===== config.mk =====
export PLATFORM = sky130hd
export DESIGN_NAME = fpmul_round_pack
export DESIGN_NICKNAME = d
export VERILOG_FILES = /design/src/rtl/fpmul_round_pack.sv
export SDC_FILE = /design/constraint.sdc
export NUM_CORES = 1
export LEC_CHECK = 0
export CAP_MARGIN = 20
export CORE_ASPECT_RATIO = 0.5
export CORE_UTILIZATION = 40
export DETAILED_ROUTE_END_ITERATION = 8
export GPL_TIMING_DRIVEN = 0
export PLACE_DENSITY = 0.76
export SLEW_MARGIN = 20
export SYNTH_ARGS = -nofsm -noshare
export SYNTH_HDL_FRONTEND = slang
export SYNTH_SLANG_ARGS = --single-unit

===== constraint.sdc =====
create_clock -name clk -period 4.63 [get_ports clk]
set_input_delay 0.463 -clock clk [delete_from_list [all_inputs] [get_ports clk]]
set_output_delay 0.463 -clock clk [all_outputs]
set_load 0.03 [all_outputs]

===== src/rtl/fpmul_round_pack.sv =====
// Rounding/packing stage behind the FP multiplier: applies the RISC-V rounding mode,
// packs an IEEE-754 single plus fflags, and hands it on through a 2-entry skid buffer.
module fpmul_round_pack #(
    parameter int ADDR_WIDTH = 5
) (
    input  logic                  clk,
    input  logic                  rst,
    input  logic                  clear,
    input  logic                  in_valid,
    output logic                  in_ready,
    input  logic                  sign_i,
    input  logic [7:0]            exp_i,
    input  logic [46:0]           mant_i,
    input  logic                  is_nan_i,
    input  logic                  nv_i,
    input  logic                  is_inf_i,
    input  logic                  is_zero_i,
    input  logic [2:0]            rm_i,
    input  logic [ADDR_WIDTH-1:0] rd_i,
    input  logic                  fp_reg_write_i,
    output logic                  out_valid,
    input  logic                  out_ready,
    output logic [31:0]           result_o,
    output logic [4:0]            fflags_o,
    output logic [ADDR_WIDTH-1:0] rd_o,
    output logic                  fp_reg_write_o
);

    typedef enum logic [1:0] {EMPTY, HOLD, FULL} state_t;

    localparam logic [2:0] RM_RTZ = 3'b001;
    localparam logic [2:0] RM_RDN = 3'b010;
    localparam logic [2:0] RM_RUP = 3'b011;
    localparam logic [2:0] RM_RMM = 3'b100;

    state_t state, state_next;

    logic                  lsb, guard, sticky, inc, inexact, ovf, unf;
    logic [30:0]           sum;
    logic [31:0]           rnd_result;
    logic [4:0]            rnd_flags;

    logic [31:0]           skid_result;
    logic [4:0]            skid_flags;
    logic [ADDR_WIDTH-1:0] skid_rd;
    logic                  skid_fp_reg_write;

    logic accept, load_out, load_skid, skid_to_out;

    // Rounding and packing, purely combinational on the incoming beat.
    always_comb begin
        // NOTE: every always_comb output gets a default first so no path can infer a latch.
        inc        = 1'b0;
        rnd_result = 32'h0;
        rnd_flags  = 5'b0;

        lsb     = mant_i[24];
        guard   = mant_i[23];
        sticky  = |mant_i[22:0];
        inexact = guard | sticky;

        case (rm_i)
            RM_RTZ:  inc = 1'b0;
            RM_RDN:  inc = inexact & sign_i;
            RM_RUP:  inc = inexact & ~sign_i;
            RM_RMM:  inc = guard;
            default: inc = guard & (sticky | lsb);
        endcase

        // A fraction carry ripples into the exponent, so subnormals can become min normal.
        sum = {exp_i, mant_i[46:24]} + 31'(inc);
        ovf = (exp_i == 8'hFF) || (sum[30:23] == 8'hFF);
        unf = inexact && (exp_i == 8'h00) && (sum[30:23] == 8'h00);

        if (is_nan_i) begin
            rnd_result = 32'h7FC0_0000;
            rnd_flags  = {nv_i, 4'b0};
        end else if (is_inf_i) begin
            rnd_result = {sign_i, 8'hFF, 23'h0};
            rnd_flags  = {nv_i, 4'b0};
        end else if (is_zero_i) begin
            rnd_result = {sign_i, 31'h0};
        end else if (ovf) begin
            rnd_flags = 5'b00101;
            case (rm_i)
                RM_RTZ:  rnd_result = {sign_i, 31'h7F7F_FFFF};
                RM_RDN:  rnd_result = sign_i ? 32'hFF80_0000 : 32'h7F7F_FFFF;
                RM_RUP:  rnd_result = sign_i ? 32'hFF7F_FFFF : 32'h7F80_0000;
                default: rnd_result = {sign_i, 8'hFF, 23'h0};
            endcase
        end else begin
            rnd_result = {sign_i, sum};
            rnd_flags  = {3'b0, unf, inexact};
        end
    end

    assign accept    = in_valid & in_ready;
    assign out_valid = (state != EMPTY);

    always_comb begin
        state_next  = state;
        load_out    = 1'b0;
        load_skid   = 1'b0;
        skid_to_out = 1'b0;
        case (state)
            EMPTY: if (accept) begin
                state_next = HOLD;
                load_out   = 1'b1;
            end
            HOLD: begin
                if (accept && out_ready) begin
                    load_out = 1'b1;
                end else if (accept) begin
                    state_next = FULL;
                    load_skid  = 1'b1;
                end else if (out_ready) begin
                    state_next = EMPTY;
                end
            end
            FULL: if (out_ready) begin
                state_next  = HOLD;
                skid_to_out = 1'b1;
            end
            default: state_next = EMPTY;
        endcase
        if (clear) begin
            state_next  = EMPTY;
            load_out    = 1'b0;
            load_skid   = 1'b0;
            skid_to_out = 1'b0;
        end
    end

    // NOTE: sequential state uses non-blocking assignments so all registers update together.
    always_ff @(posedge clk or posedge rst) begin
        if (rst) begin
            state             <= EMPTY;
            in_ready          <= 1'b1;
            result_o          <= 32'h0;
            fflags_o          <= 5'b0;
            rd_o              <= '0;
            fp_reg_write_o    <= 1'b0;
            skid_result       <= 32'h0;
            skid_flags        <= 5'b0;
            skid_rd           <= '0;
            skid_fp_reg_write <= 1'b0;
        end else begin
            state    <= state_next;
            in_ready <= (state_next != FULL);
            if (load_out) begin
                result_o       <= rnd_result;
                fflags_o       <= rnd_flags;
                rd_o           <= rd_i;
                fp_reg_write_o <= fp_reg_write_i;
            end else if (skid_to_out) begin
                result_o       <= skid_result;
                fflags_o       <= skid_flags;
                rd_o           <= skid_rd;
                fp_reg_write_o <= skid_fp_reg_write;
            end
            if (load_skid) begin
                skid_result       <= rnd_result;
                skid_flags        <= rnd_flags;
                skid_rd           <= rd_i;
                skid_fp_reg_write <= fp_reg_write_i;
            end
        end
    end

endmodule


**Word level (Yosys, flattened, before mapping)**

Index checks and enable logic that the tools add are counted.

- Register bits after elaboration: 89
- Latch bits: 0
- Memory bits (writable): 0
- Bits in read-only memories: 0
- Input bits: 74
- Memories: 0

- Add/subtract/negate cells: 1
- Multiply operators: 0
- Div/mod/pow operators: 0
- $lt $le $gt $ge: 0
- Eq/ne operators: 9
- Shift operators: 0
- Mux-type cells: 37
- Bitwise operators: 7
- Reduce and logical (&&, ||, !) cells: 10

Operators by type and width:

| kind | count |
|---|---|
| $mux W32 | 8 |
| $pmux W32 S3 | 1 |
| $add A31 B1 Y31 | 1 |
| $mux W5 | 6 |
| $reduce_or A23 Y1 | 1 |
| $eq A8 B8 Y1 const B | 2 |
| $logic_not A8 Y1 | 2 |
| $mux W2 | 6 |
| $mux W1 | 11 |
| $eq A3 B2 Y1 const B | 2 |
| $mux W3 | 2 |
| $pmux W2 S3 | 1 |
| $and A1 B1 Y1 | 4 |
| $pmux W1 S4 | 1 |
| $reduce_bool A2 Y1 | 2 |
| $eq A3 B1 Y1 const B | 1 |
| $eq A3 B3 Y1 const B | 1 |
| $logic_and A1 B1 Y1 | 3 |
| $eq A2 B1 Y1 const B | 1 |
| $eq A2 B2 Y1 const B | 1 |
| $logic_not A2 Y1 | 1 |
| $ne A2 B2 Y1 const B | 1 |
| $or A1 B1 Y1 | 2 |
| $pmux W1 S2 | 1 |
| other kinds (2) | 2 |

**Depth between registers and ports, before layout**

- Depth after elaboration: 12
- Gate-level depth with buffers: 18
- Gate-level depth less buffers: 15

**Worst setup path before layout**

Ideal clock, no wire load.

- Kind: input to register
- From: input port mant_i[16]
- To: register result_o[10]
- Data arrival time: 3.403 ns
- Data required time: 4.546 ns
- Setup slack: 1.143 ns
- Stages on the path: 18
- Buffers on the path: 3
- Path through: nor4_1 > nand4_1 > a2111oi_0 > nor3b_1 > a21oi_1 > nor2_1 > ha_1 > ha_1 > clkbuf_1 > and3_1 > nand4_1 > xor2_1 > a211oi_2 > o21a_2 > buf_6 > a21o_4 > buf_8 > o22ai_1

- Longest elaborated chain between the ends: 12

RTL lines:

| item | RTL line | RTL |
|---|---|---|
| from (decl) | 13 | `input logic [46:0] mant_i,` |
| $reduce_or A23 Y1 (*) | 59 | `sticky = \|mant_i[22:0];` |
| $or A1 B1 Y1 (on tied branches) | 67, 60 |  |
| $and A1 B1 Y1 (on tied branches) | 67, 64, 65 |  |
| $pmux W1 S4 (*) | 62 | `case (rm_i)` |
| $add A31 B1 Y31 (*) | 71 | `sum = {exp_i, mant_i[46:24]} + 31'(inc);` |
| $eq A8 B8 Y1 | 72 | `ovf = (exp_i == 8'hFF) \|\| (sum[30:23] == 8'hFF);` |
| $logic_or A1 B1 Y1 | 72 |  |
| $mux W32 (*) | 83 | `end else if (ovf) begin` |
| $mux W32 (*) | 81 | `end else if (is_zero_i) begin` |
| $mux W32 (*) | 78 | `end else if (is_inf_i) begin` |
| $mux W32 (*) | 75 | `if (is_nan_i) begin` |
| $mux W32 (*) | 150 | `if (load_out) begin` |
| to (signal assigned) | 151 | `result_o <= rnd_result;` |
| to (signal assigned) | 156 | `result_o <= skid_result;` |
| to (decl) | 23 | `output logic [31:0] result_o,` |

Every way passes the cells marked *; elsewhere a longest branch is shown, timed or not.
A chain may end at the register's enable or synchronous reset.

**Worst setup path after layout**

- From: input port mant_i[16]
- To: register result_o[2]

Same word-level chain as after synthesis.

==> impl_metrics.env <==
export IMPL_status="completed"
export IMPL_swShare_pct=30.3
export IMPL_power_switching_w=0.000634
export IMPL_synth_seq_cells=87
export IMPL_fmax_mhz=243
export IMPL_vias=4284
export IMPL_synth_top_cell_area_share_pct=45.3
export IMPL_utilization_pct=56.9
export IMPL_ys_types=60
export IMPL_drive_gt1_share_pct=8.16
export IMPL_grt_max_degree=57
export IMPL_htreeDepth=3
export IMPL_skew_ps=7.70
export IMPL_synthArstFlopShare_pct=100
export IMPL_synth_commonest_cells="dfrtp_1, nand2_1, nor2_1"
export IMPL_rows=27
export IMPL_post_cts_buffers=0
export IMPL_leakagePower_nw=2.57
export IMPL_synth_top_area_cell="dfrtp_1"
export IMPL_instances_no_fill=796
export IMPL_avgViaCountPerCell=5.38
export IMPL_r2r_cells=5
export IMPL_period_needed_ps=4110
export IMPL_fin_ws_ps=517
export IMPL_dieArea_um2=12300
export IMPL_antenna_found_initial=0
export IMPL_clock_path_buffers=2
export IMPL_n_antenna_cell=0
export IMPL_hold_depth=2
export IMPL_setup_viol=0
export IMPL_critical_path_required_ps=4880
export IMPL_placedCellCount=780
export IMPL_route_detailed_wl_per_inst_um=16.7
export IMPL_overflow=0
export IMPL_ys_warn_count=0
export IMPL_hold_violations=0
export IMPL_dr_first_iter_drc_count=310
export IMPL_die_y_um=79.1
export IMPL_p_int_w=0.00146
export IMPL_preCtsSetupSlack_ps=171
export IMPL_synth_flop_cell="dfrtp_1"
export IMPL_worst_setup_path_end_kind="register"
export IMPL_p_comb_share_pct=23.1
export IMPL_worst_pin_slew_ps=920
export IMPL_cp_start_kind="primary input"
export IMPL_slew_headroom_pct=38.2
export IMPL_gp_congestion=0.890
export IMPL_max_cap_violations=0
export IMPL_finalCritPeriodShare_pct=88.8
export IMPL_power_density_nw_per_um2=325
export IMPL_ctsResizeCount=0
export IMPL_clk_pin_slew_ps=70
export IMPL_start_util_pct=42.1
export IMPL_postSynthCellCount=505
export IMPL_postSynthAreaPerCell_um2=9.41
export IMPL_cts_hold_buffers_added=0
export IMPL_syn_num_nets=582
export IMPL_core_area_um2=11300
export IMPL_drv_slew=0
export IMPL_io_buffers=115
export IMPL_clk_latency_ps=340
export IMPL_fin_tns_setup_ps=0
export IMPL_path_class="in -> reg"
export IMPL_hpwl_mm=9.92
export IMPL_clock_tree_root_cell="clkbuf_16"
export IMPL_clkPwrFrac_pct=32.8
export IMPL_yosysSeqAreaShare_pct=45.8
export IMPL_die_x_um=156
export IMPL_first_global_vias=4165
export IMPL_drt_total_wl_mm=13.3
export IMPL_cts_buffers=9
export IMPL_synth_most_common_cell="dfrtp_1"
export IMPL_ir_drop_v=0.000175
export IMPL_synth_area_um2=4750
export IMPL_seq_power_share_pct=44.1
export IMPL_hold_path_class="reg -> reg"
export IMPL_arrival_ps=4360
export IMPL_antenna_left=0
export IMPL_worstPathMaxFanout=10
export IMPL_firstDrtPassIters=4
export IMPL_rsz0062_at_grt="no"
export IMPL_ios=119
export IMPL_cts_tree="done"
export IMPL_areaGrowthSynthToFinish_pct=35.0
export IMPL_synth_area_leaders="dfrtp_1, mux2i_1, nand2_1, nor2_1, o22ai_1"
export IMPL_drcViolationCount=0
export IMPL_grt_pass1_wl_mm=21.4
export IMPL_cts_sinks=87
export IMPL_grtUsageTotal_pct=22.4
export IMPL_synth_edf_count=0
export IMPL_nNetsFinal=709
power by group through the flow:
stage	registers, W	clock network, W	logic, W
final	0.000920	0.000686	0.000483
after floorplan	0.00100	0	0.000185
after global routing	0.000932	0.000725	0.000524
after CTS	0.000920	0.000695	0.000483
after global placement	0.000929	0	0.000471
after detailed placement	0.000934	0	0.000481
cell usage in the layout, fill, tap and decap left out, types with 8 or more instances in the layout:
cell / instances
nor2_1: 46
xor2_1: 12
xnor2_1: 13
nand2_1: 69
mux2_2: 9
o22ai_1: 22
o21ai_1: 25
o21ai_0: 13
clkbuf_1: 20
dfrtp_1: 86
nand3_1: 13
nand4_1: 9
a21oi_1: 19
nor4_1: 8
nor2b_1: 12
clkdlybuf4s50_1: 115
clkbuf_16: 9
mux2i_1: 34
final timing paths:
| kind | start | endpoint | slack (ps) |
|---|---|---|---|
| setup / recovery | mant_i[16] | result_o[2] | 520 |
| hold / removal | rd_o[4] | rd_o[4] | 480 |
| setup reg to reg | state[0] | result_o[2] | 2070 |
| hold reg to reg | rd_o[4] | rd_o[4] | 480 |
| max in group asynchronous | rst | result_o[8] | 3520 |
| min in group asynchronous | rst | state[1] | 490 |
area by class of cell:
| class | count | area, um^2 |
|---|---|---|
| Tap cell | 159 | 199 |
| Fill cell | 1001 | 4870 |
| Clock buffer | 9 | 225 |
| Sequential cell | 87 | 2180 |
| Inverter | 7 | 28.8 |
| Multi-Input combinational cell | 382 | 2390 |
| Timing Repair Buffer | 116 | 1180 |
| Clock inverter | 7 | 55.1 |
| Buffer | 29 | 165 |
cells by family after synthesis:
logic type,share of synthesized area [%]
AND/OR/NAND/NOR,20.1
AO/OA/AOI/OAI,14.9
flip-flops,45.8
multiplexers,9.61
buffers and inverters,4.03
XOR/XNOR,4.61
adder cells (fa/ha/maj),0.790
other,0.0789
flip-flops by register name, summed over array words and instances (netlist names):
| register | count |
|---|---|
| skid_result | 32 |
| in_ready | 1 |
| rd_o | 5 |
| fp_reg_write_o | 1 |
| skid_rd | 5 |
| state | 2 |
| fflags_o | 4 |
| result_o | 32 |
| skid_fp_reg_write | 1 |
| skid_flags | 4 |
through the flow:
step	instance area (um^2)	hold WS, ps	total power [W]
after floorplan	4750	448	0.00119
after global placement	6100	457	0.00140
after detailed placement	6130	468	0.00141
after CTS	6410	480	0.00210
after global routing	6420	498	0.00218
final	6420	476	0.00209
layer usage:
| layer | wire length (um) | up-vias | GRT usage (%) | part of all wire (%) |
|---|---|---|---|---|
| met4 | 156 | 0 | 5.59 | 1.2 |
| li1 | - | 2057 | - | - |
| met5 | 0 | - | 0 | 0 |
| met2 | 6030 | 115 | 35.4 | 45 |
| met1 | 6430 | 2096 | 31.5 | 48 |
| met3 | 675 | 16 | 4.48 | 5.1 |
worst max-delay path: stages:
cell	delay [ps]
clkdlybuf4s50_1	390
nor4_1	310
nand4_1	150
a2111oi_0	430
nor3b_1	90
a21oi_1	130
nor2_1	60
ha_1	230
ha_1	190
clkbuf_1	230
and3_1	290
nand4_1	130
xor2_1	250
a211oi_2	90
o21a_2	220
buf_6	150
a21o_4	230
buf_12	140
o22ai_1	170
(Power assumes the default switching activity.)
